### config.mk
export PLATFORM = sky130hd
export DESIGN_NAME = w2_loader
export DESIGN_NICKNAME = d
export VERILOG_FILES = /design/src/rtl/w_pkg.sv /design/src/rtl/w_bank_dec.sv /design/src/rtl/w2_loader.sv
export SDC_FILE = /design/constraint.sdc
export NUM_CORES = 1
export LEC_CHECK = 0
export BUFFER_PORTS_ARGS = -buffer_cell sky130_fd_sc_hd__buf_4
export CAP_MARGIN = 20
export CORE_MARGIN = 2
export CORE_UTILIZATION = 40
export CTS_BUF_LIST = sky130_fd_sc_hd__clkbuf_8 sky130_fd_sc_hd__clkbuf_16
export CTS_CLUSTER_SIZE = 8
export DETAILED_ROUTE_END_ITERATION = 16
export GPL_TIMING_DRIVEN = 0
export PLACE_DENSITY = 0.8
export SLEW_MARGIN = 20
export SYNTH_ARGS = -nofsm -noshare
export SYNTH_HDL_FRONTEND = slang
export SYNTH_HIERARCHICAL = 1
export SYNTH_SLANG_ARGS = --single-unit
### constraint.sdc
create_clock -name clk -period 2.1 [get_ports clk]
set_input_delay 0.21 -clock clk [delete_from_list [all_inputs] [get_ports clk]]
set_output_delay 0.21 -clock clk [all_outputs]
set_load 0.02 [all_outputs]
### src/rtl/w_pkg.sv
// Shared geometry and FSM encoding for the layer-2 weight store.
// The layer-2 compute block relies on the same NBANK/AW/DW values.
package w_pkg;

  localparam int unsigned NBANK = 16;
  localparam int unsigned AW    = 4;
  localparam int unsigned DW    = 8;
  localparam int unsigned NWORD = 256;
  localparam int unsigned CW    = 2 * AW;

  typedef enum logic [1:0] {
    IDLE,
    LOAD,
    DONE
  } state_t;

endpackage

### src/rtl/w_bank_dec.sv
// Registered 4-to-16 one-hot bank write-enable decoder.
module w_bank_dec
  import w_pkg::*;
(
  input  logic             clk,
  input  logic             xrst,
  input  logic             en,
  input  logic [AW-1:0]    sel,
  output logic [NBANK-1:0] we
);

  logic [NBANK-1:0] we_d;
  logic [NBANK-1:0] we_q;

  always_comb begin
    we_d = '0;
    if (en) we_d[sel] = 1'b1;
  end

  always_ff @(posedge clk or negedge xrst) begin
    if (!xrst) we_q <= '0;
    else       we_q <= we_d;
  end

  assign we = we_q;

endmodule

### src/rtl/w2_loader.sv
// Layer-2 weight loader: streams 256 signed bytes into 16 banks, address-major.
// Word n goes to bank n[3:0], address n[7:4]; finish pulses after the last write.
module w2_loader
  import w_pkg::*;
(
  input  logic                 clk,
  input  logic                 xrst,
  input  logic                 start,
  output logic                 finish,
  input  logic                 in_valid,
  output logic                 in_ready,
  input  logic signed [DW-1:0] in_data,
  output logic                 w0_we,
  output logic        [AW-1:0] w0_waddr,
  output logic signed [DW-1:0] w0_wdata,
  output logic                 w1_we,
  output logic        [AW-1:0] w1_waddr,
  output logic signed [DW-1:0] w1_wdata,
  output logic                 w2_we,
  output logic        [AW-1:0] w2_waddr,
  output logic signed [DW-1:0] w2_wdata,
  output logic                 w3_we,
  output logic        [AW-1:0] w3_waddr,
  output logic signed [DW-1:0] w3_wdata,
  output logic                 w4_we,
  output logic        [AW-1:0] w4_waddr,
  output logic signed [DW-1:0] w4_wdata,
  output logic                 w5_we,
  output logic        [AW-1:0] w5_waddr,
  output logic signed [DW-1:0] w5_wdata,
  output logic                 w6_we,
  output logic        [AW-1:0] w6_waddr,
  output logic signed [DW-1:0] w6_wdata,
  output logic                 w7_we,
  output logic        [AW-1:0] w7_waddr,
  output logic signed [DW-1:0] w7_wdata,
  output logic                 w8_we,
  output logic        [AW-1:0] w8_waddr,
  output logic signed [DW-1:0] w8_wdata,
  output logic                 w9_we,
  output logic        [AW-1:0] w9_waddr,
  output logic signed [DW-1:0] w9_wdata,
  output logic                 w10_we,
  output logic        [AW-1:0] w10_waddr,
  output logic signed [DW-1:0] w10_wdata,
  output logic                 w11_we,
  output logic        [AW-1:0] w11_waddr,
  output logic signed [DW-1:0] w11_wdata,
  output logic                 w12_we,
  output logic        [AW-1:0] w12_waddr,
  output logic signed [DW-1:0] w12_wdata,
  output logic                 w13_we,
  output logic        [AW-1:0] w13_waddr,
  output logic signed [DW-1:0] w13_wdata,
  output logic                 w14_we,
  output logic        [AW-1:0] w14_waddr,
  output logic signed [DW-1:0] w14_wdata,
  output logic                 w15_we,
  output logic        [AW-1:0] w15_waddr,
  output logic signed [DW-1:0] w15_wdata
);

  state_t                state_q, state_d;
  logic        [CW-1:0]  cnt_q, cnt_d;
  logic                  last_q, last_d;
  logic        [AW-1:0]  waddr_q, waddr_d;
  logic signed [DW-1:0]  wdata_q, wdata_d;
  logic                  xfer;
  logic        [NBANK-1:0] we_vec;

  // DONE is entered one cycle after the final accept so finish trails the
  // last write strobe; last_q covers that cycle with in_ready already low.
  assign in_ready = (state_q == LOAD) && !last_q;
  assign finish   = (state_q == DONE);
  assign xfer     = in_valid && in_ready;

  always_comb begin
    state_d = state_q;
    cnt_d   = cnt_q;
    last_d  = last_q;
    waddr_d = waddr_q;
    wdata_d = wdata_q;
    unique case (state_q)
      IDLE: begin
        if (start) begin
          state_d = LOAD;
          cnt_d   = '0;
        end
      end
      LOAD: begin
        if (last_q) begin
          state_d = DONE;
          last_d  = 1'b0;
        end else if (xfer) begin
          if (cnt_q == CW'(NWORD - 1)) last_d = 1'b1;
          else                         cnt_d  = cnt_q + 1'b1;
        end
      end
      DONE:    state_d = IDLE;
      default: state_d = IDLE;
    endcase
    if (xfer) begin
      waddr_d = cnt_q[CW-1:AW];
      wdata_d = in_data;
    end
  end

  always_ff @(posedge clk or negedge xrst) begin
    if (!xrst) begin
      state_q <= IDLE;
      cnt_q   <= '0;
      last_q  <= 1'b0;
      waddr_q <= '0;
      wdata_q <= '0;
    end else begin
      state_q <= state_d;
      cnt_q   <= cnt_d;
      last_q  <= last_d;
      waddr_q <= waddr_d;
      wdata_q <= wdata_d;
    end
  end

  w_bank_dec u_dec (
    .clk  (clk),
    .xrst (xrst),
    .en   (xfer),
    .sel  (cnt_q[AW-1:0]),
    .we   (we_vec)
  );

  assign w0_we  = we_vec[0];  assign w0_waddr  = waddr_q; assign w0_wdata  = wdata_q;
  assign w1_we  = we_vec[1];  assign w1_waddr  = waddr_q; assign w1_wdata  = wdata_q;
  assign w2_we  = we_vec[2];  assign w2_waddr  = waddr_q; assign w2_wdata  = wdata_q;
  assign w3_we  = we_vec[3];  assign w3_waddr  = waddr_q; assign w3_wdata  = wdata_q;
  assign w4_we  = we_vec[4];  assign w4_waddr  = waddr_q; assign w4_wdata  = wdata_q;
  assign w5_we  = we_vec[5];  assign w5_waddr  = waddr_q; assign w5_wdata  = wdata_q;
  assign w6_we  = we_vec[6];  assign w6_waddr  = waddr_q; assign w6_wdata  = wdata_q;
  assign w7_we  = we_vec[7];  assign w7_waddr  = waddr_q; assign w7_wdata  = wdata_q;
  assign w8_we  = we_vec[8];  assign w8_waddr  = waddr_q; assign w8_wdata  = wdata_q;
  assign w9_we  = we_vec[9];  assign w9_waddr  = waddr_q; assign w9_wdata  = wdata_q;
  assign w10_we = we_vec[10]; assign w10_waddr = waddr_q; assign w10_wdata = wdata_q;
  assign w11_we = we_vec[11]; assign w11_waddr = waddr_q; assign w11_wdata = wdata_q;
  assign w12_we = we_vec[12]; assign w12_waddr = waddr_q; assign w12_wdata = wdata_q;
  assign w13_we = we_vec[13]; assign w13_waddr = waddr_q; assign w13_wdata = wdata_q;
  assign w14_we = we_vec[14]; assign w14_waddr = waddr_q; assign w14_wdata = wdata_q;
  assign w15_we = we_vec[15]; assign w15_waddr = waddr_q; assign w15_wdata = wdata_q;

endmodule

### After elaboration in Yosys (flattened, before gate mapping)

Cells that the tools add are included.

| storage, ports and cells | value |
|---|---|
| bits in registers | 39 |
| input bits | 12 |
| output and inout bits | 210 |
| word-level logic and storage cells | 39 |

| cells by class | value |
|---|---|
| add/subtract/negate cells | 1 |
| $lt $le $gt $ge | 2 |
| eq/ne operators | 8 |
| multiplexer cells | 14 |
| reduce and logical (&&, ||, !) cells | 8 |

Operator list:

| cell | count |
|---|---|
| $mux 8 | 4 |
| $mux 16 | 1 |
| $pmux 8 s2 | 1 |
| $add 8x1->8 const B | 1 |
| $eq 8x8->1 const B | 1 |
| $ne 2x2->1 const B | 4 |
| $lt 4x5->1 const B | 1 |
| $reduce_and 5->1 | 1 |
| $demux 1 s4 | 1 |
| $ge 4x1->1 const B | 1 |
| $mux 1 | 4 |
| $mux 2 | 2 |
| $pmux 2 s2 | 1 |
| $logic_and 1x1->1 | 3 |
| $eq 2x1->1 const B | 1 |
| $eq 2x2->1 const B | 1 |
| $logic_not 2->1 | 1 |
| $ne 2x1->1 const B | 1 |
| $reduce_and 2->1 | 1 |
| $reduce_bool 2->1 | 1 |
| $logic_not 1->1 | 1 |

### Logic depth before layout (Yosys ltp)

| depth | value |
|---|---|
| depth in word-level cells | 6 |
| mapped depth | 6 |
| gate-level depth less buffers | 6 |

### Cells and area by module

Netlist, hierarchy kept.

By module, submodules not included:

| module | times used | cells each | area each (um2) | sequential area each (um2) |
|---|---|---|---|---|
| w2_loader | 1 | 295 | 2433.6 | 575.6 |
| w_bank_dec | 1 | 43 | 546.8 | 400.4 |

### Least setup slack after synthesis

OpenSTA, ideal clock, no wires.

| timing path | value |
|---|---|
| path kind | reg-to-reg |
| start | reg cnt_q[0] |
| end | reg cnt_q[2] |
| setup time | 124 ps |
| data arrival time | 1375 ps |
| data required time | 1976 ps |
| setup slack | 601 ps |
| stages on the path, launching flop included | 6 |
| buffers on the path | 0 |
| clock period less this slack | 1499 ps |
| cell sequence | dfrtp_1 > ha_1 > nand3_1 > o21a_4 > a21oi_1 > a211o_1 |

| between the ends | value |
|---|---|
| word-level cells in the longest chain between the ends | 5 |
| elaborated cells between the ends (all ways) | 8 |
| those cells by class | add/sub (1); eq/ne (2); mux (4); reduce/logical (1) |

RTL lines:

| item | RTL line | source |
|---|---|---|
| start, declared | w2_loader.sv:64 | `logic [CW-1:0] cnt_q, cnt_d;` |
| start signal, assigned | w2_loader.sv:117 | `cnt_q <= cnt_d;` |
| $add 8x1->8 | w2_loader.sv:96 | `else cnt_d = cnt_q + 1'b1;` |
| $mux 8 | w2_loader.sv:95 | `if (cnt_q == CW'(NWORD - 1)) last_d = 1'b1;` |
| $mux 8 | w2_loader.sv:94 | `end else if (xfer) begin` |
| $mux 8 | w2_loader.sv:91 | `if (last_q) begin` |
| $pmux 8 s2 | w2_loader.sv:83 | `unique case (state_q)` |

Parallel ways exist; a longest one is shown, timed or not. The select of a mux whose other input is x is not followed.
A chain may end at the register's enable or synchronous reset.

### Final worst setup path

| timing path | value |
|---|---|
| start | reg state_q[1] |
| end | reg u_dec.we_q[2] (netlist: u_dec/we[2]) |

| between the ends | value |
|---|---|
| word-level cells in the longest chain between the ends | 4 |

RTL lines:

| item | RTL line | source |
|---|---|---|
| start, declared | w2_loader.sv:63 | `state_t state_q, state_d;` |
| start signal, assigned | w2_loader.sv:116 | `state_q <= state_d;` |
| $eq 2x1->1 | w2_loader.sv:73 | `assign in_ready = (state_q == LOAD) && !last_q;` |
| $logic_and 1x1->1 | w2_loader.sv:73 |  |
| $logic_and 1x1->1 | w2_loader.sv:75 | `assign xfer = in_valid && in_ready;` |
| net xfer | w2_loader.sv:68 | `logic xfer;` |
| $mux 16 | w_bank_dec.sv:17 | `if (en) we_d[sel] = 1'b1;` |
| net u_dec.we_d[2] | w_bank_dec.sv:12 | `logic [NBANK-1:0] we_d;` |
| end signal, assigned | w_bank_dec.sv:22 | `else we_q <= we_d;` |
| end, declared | w_bank_dec.sv:13 | `logic [NBANK-1:0] we_q;` |

The timed path passes the listed nets, and every way through them passes these cells.

==> run summary <==
Vias -> 2662
number of fill cells in the layout -> 594
post-route ant nets -> 0
Final min period -> 1793 ps
HPWL after DPL -> 5650 um
slowest CP cell -> dfrtp_1
Critical Path AT -> 1990 ps
DRT Wirelength -> 7052 um
crit path max fanout -> 15
Seq/Total Area, Yosys -> 0.3275
synthesized area -> 0.002980 sq mm
crit share post-route -> 0.8539
CTS Buf Count -> 5
drt drc -> 0
Final Slew Violations -> 0
largest cells by area after synthesis -> buf_4 (45%), dfrtp_1 (33%), nand2_1 (5.5%)
CP Capture Type -> flip-flop
clock-pin transition on the worst setup and hold timing paths -> 80 ps
Total Routing Usage GR -> 0.1679
Initial Utilization -> 0.4109
share of the synthesized area in the top cell type -> 0.4534
Die Ht -> 90.32 um
largest family of logic cells by synthesized area -> buffers and inverters
Synth Area in Compound Gates -> 0.04618
top cell type by total area after synthesis -> buf_4
Post-Syn Instances -> 338
Max transition margin -> 0.6159
initial antenna violation count -> 0
Setup Buffers After CTS -> 0
first-pass GRT wire length -> 11290 um
synth warn -> 6
Seq cells post-synth -> 39
crit start category -> flip-flop
Leak Pwr -> 2.865 nW
crit-path leading delay family -> simple AND/OR/NAND/NOR gates
fraction of layout cells with a size suffix above 1 -> 0.7412
slowest stage delay, CP -> 440 ps
Worst EP required -> 2300 ps
Max Fclk -> 557.7 MHz
Max clock buf depth -> 2
IO Port Bufs -> 221
clock root cell -> clkbuf_8
Tot Pwr -> 4.465 mW
IO Pins -> 222
RSZ-0062 raised after global routing -> false
number of max-cap violations -> 0
Sink Count -> 39
xor and xnor fraction of the mapped netlist area -> 0
Top Metal Used -> met4
pin count of the biggest net entering global routing -> 40
status -> completed
CTS tree -> yes
die width -> 90.32 um
Post-Synth Adder-Cell Area -> 0.004198
Synthesized Nets -> 351
die area -> 0.008158 sq mm
Hold Path Class -> primary input to flip-flop
Max IR drop VDD -> 0.0004690 V
async set-reset flop share out of synthesis -> 1.000
Final GP Congestion -> 0.8504
mux cell area share after synthesis -> 0.006717
Cell Chain, Critical Path -> and2b_4 -> nand3_4 -> clkinv_4 -> buf_2 -> nand2_1 -> nor4_1
critical path class -> flip-flop to flip-flop
DR WL met2 -> 3698 um
synth cell count leaders -> buf_4 (180), nand2_1 (44), dfrtp_1 (39)
met1 WL -> 2597 um
FP Rows -> 31
worst skew pair latency -> 300 ps
Yosys cell types -> 35
Clock Skews -> 5.562 ps
post-DR vias/cell -> 3.991
area grow syn2layout -> 63.14%
top-count cell post-synth -> buf_4
n_diodes -> 0
1st-pass router iterations -> 4
setup violators final -> 0
Core ar. -> 0.007253 sq mm
DR iter-0 viols -> 78
post-route design area -> 0.004862 sq mm
placed cell area -> 0.004763 sq mm
H-tree Lvls -> 2
Hold Fails Final Rpt -> 0
post-cts resize count -> 0
post-synthesis simple-gate area fraction -> 0.1474
wire per inst -> 10.57 um
Post-Route Setup TNS -> 0 ps
Worst-Margin Slew -> 576.2 ps
Buf+Inv Stages, Crit Path -> 2
met3 WL -> 565 um
power density cells -> 918.4 mW/mm^2
WHS -> 99.13 ps
vias in the first global route -> 2386
Remaining Overflow, GRT -> 0
EDFF count, synth -> 0
Avg Cell Area, Syn -> 8.818 sq um
main flop type after synthesis -> dfrtp_1
# nets final -> 580
==> layout by cell type, fill, tap and decap left out, drive strengths merged, types with 2 or more instances in the layout <==
| cell type | count |
|---|---|
| buf | 405 |
| nand2 | 44 |
| dfrtp | 39 |
| nor2 | 10 |
| nor3 | 9 |
| nand3 | 8 |
| clkbuf | 7 |
| o21ai | 5 |
| and3 | 4 |
| nand4 | 3 |
| nor4 | 3 |
| nand2b | 3 |
| inv | 2 |
| a31oi | 2 |
| a211o | 2 |
| mux2i | 2 |
| clkinvlp | 2 |
| nand3b | 2 |
| clkinv | 2 |
| a21oi | 2 |
==> state kept, by name (all words and copies together), names as in the netlist <==
signal    count
u_dec/we     16
w0_wdata      8
cnt_q         8
state_q       2
last_q        1
w0_waddr      4
==> power breakdown <==
group          internal [mW]  total, mW  switching, mW
Clock                  0.231      0.494          0.264
Combinational           1.49       2.85           1.36
Sequential             0.871       1.12          0.253
==> per-stage QoR <==
| step | setup slack, ps | utilization | std cells |
|---|---|---|---|
| final | 306.9 | 0.6703 | 667 |
| after floorplan | 601.4 | - | 338 |
| after global placement | 268.9 | 0.6567 | 658 |
| after CTS | 325.4 | 0.6703 | 667 |
| after global routing | 158.8 | 0.6703 | 667 |
| after detailed placement | 344.0 | 0.6567 | 658 |
==> worst reg2reg max path, cell delays in order, from the launching register on <==
cell and delay [ps]:
dfrtp_1 440, and2b_4 310, nand3_4 140, clkinv_4 110
buf_2 310, nand2_1 190, nor4_1 200
==> final timing paths <==
kind	startpoint	to	slack, ps	cells after the start
setup / recovery	state_q[1]	u_dec/we[2]	310	6
hold reg to reg	state_q[1]	state_q[0]	540	1
max in group asynchronous	xrst	u_dec/we[6]	1370	2
setup reg to reg	state_q[1]	u_dec/we[2]	310	6
min in group asynchronous	xrst	last_q	390	2
hold / removal	in_data[2]	w0_wdata[2]	100	3
==> layout make-up <==
cell class                 count  area (sq um)  share of cell area
buffer                       186          1379              0.2836
clock buffer                   5         68.82             0.01415
clock inverter                 3         20.02            0.004117
inverter                       3         16.27            0.003345
multi-input combinational    110         609.3              0.1253
sequential                    39         975.9              0.2007
tap                           99         123.9             0.02548
timing repair buffer         222          1669              0.3433
==> layer usage <==
layer | global-route usage | vias up
met3 | 0.05259 | 16
met2 | 0.3058 | 119
met4 | 0.07436 | 0
li1 | - | 1354
met1 | 0.1772 | 1173
met5 | 0 | -
==> cell families (layout without fill, tap and decap cells) <==
| group | Yosys count | in the layout |
|---|---|---|
| compound gates | 17 | 17 |
| flops | 39 | 39 |
| buf+inv | 189 | 419 |
| fa+ha+maj | 1 | 1 |
| mux | 2 | 2 |
| simple gates | 90 | 90 |
==> timing repair <==
| action | CTS | global route |
|---|---|---|
| setup endpoints to repair | 0 | 0 |
| hold buffers | 1 | 0 |
| endpoints found under the hold margin | 39 | 0 |
Power figures use the tool's default switching activity.
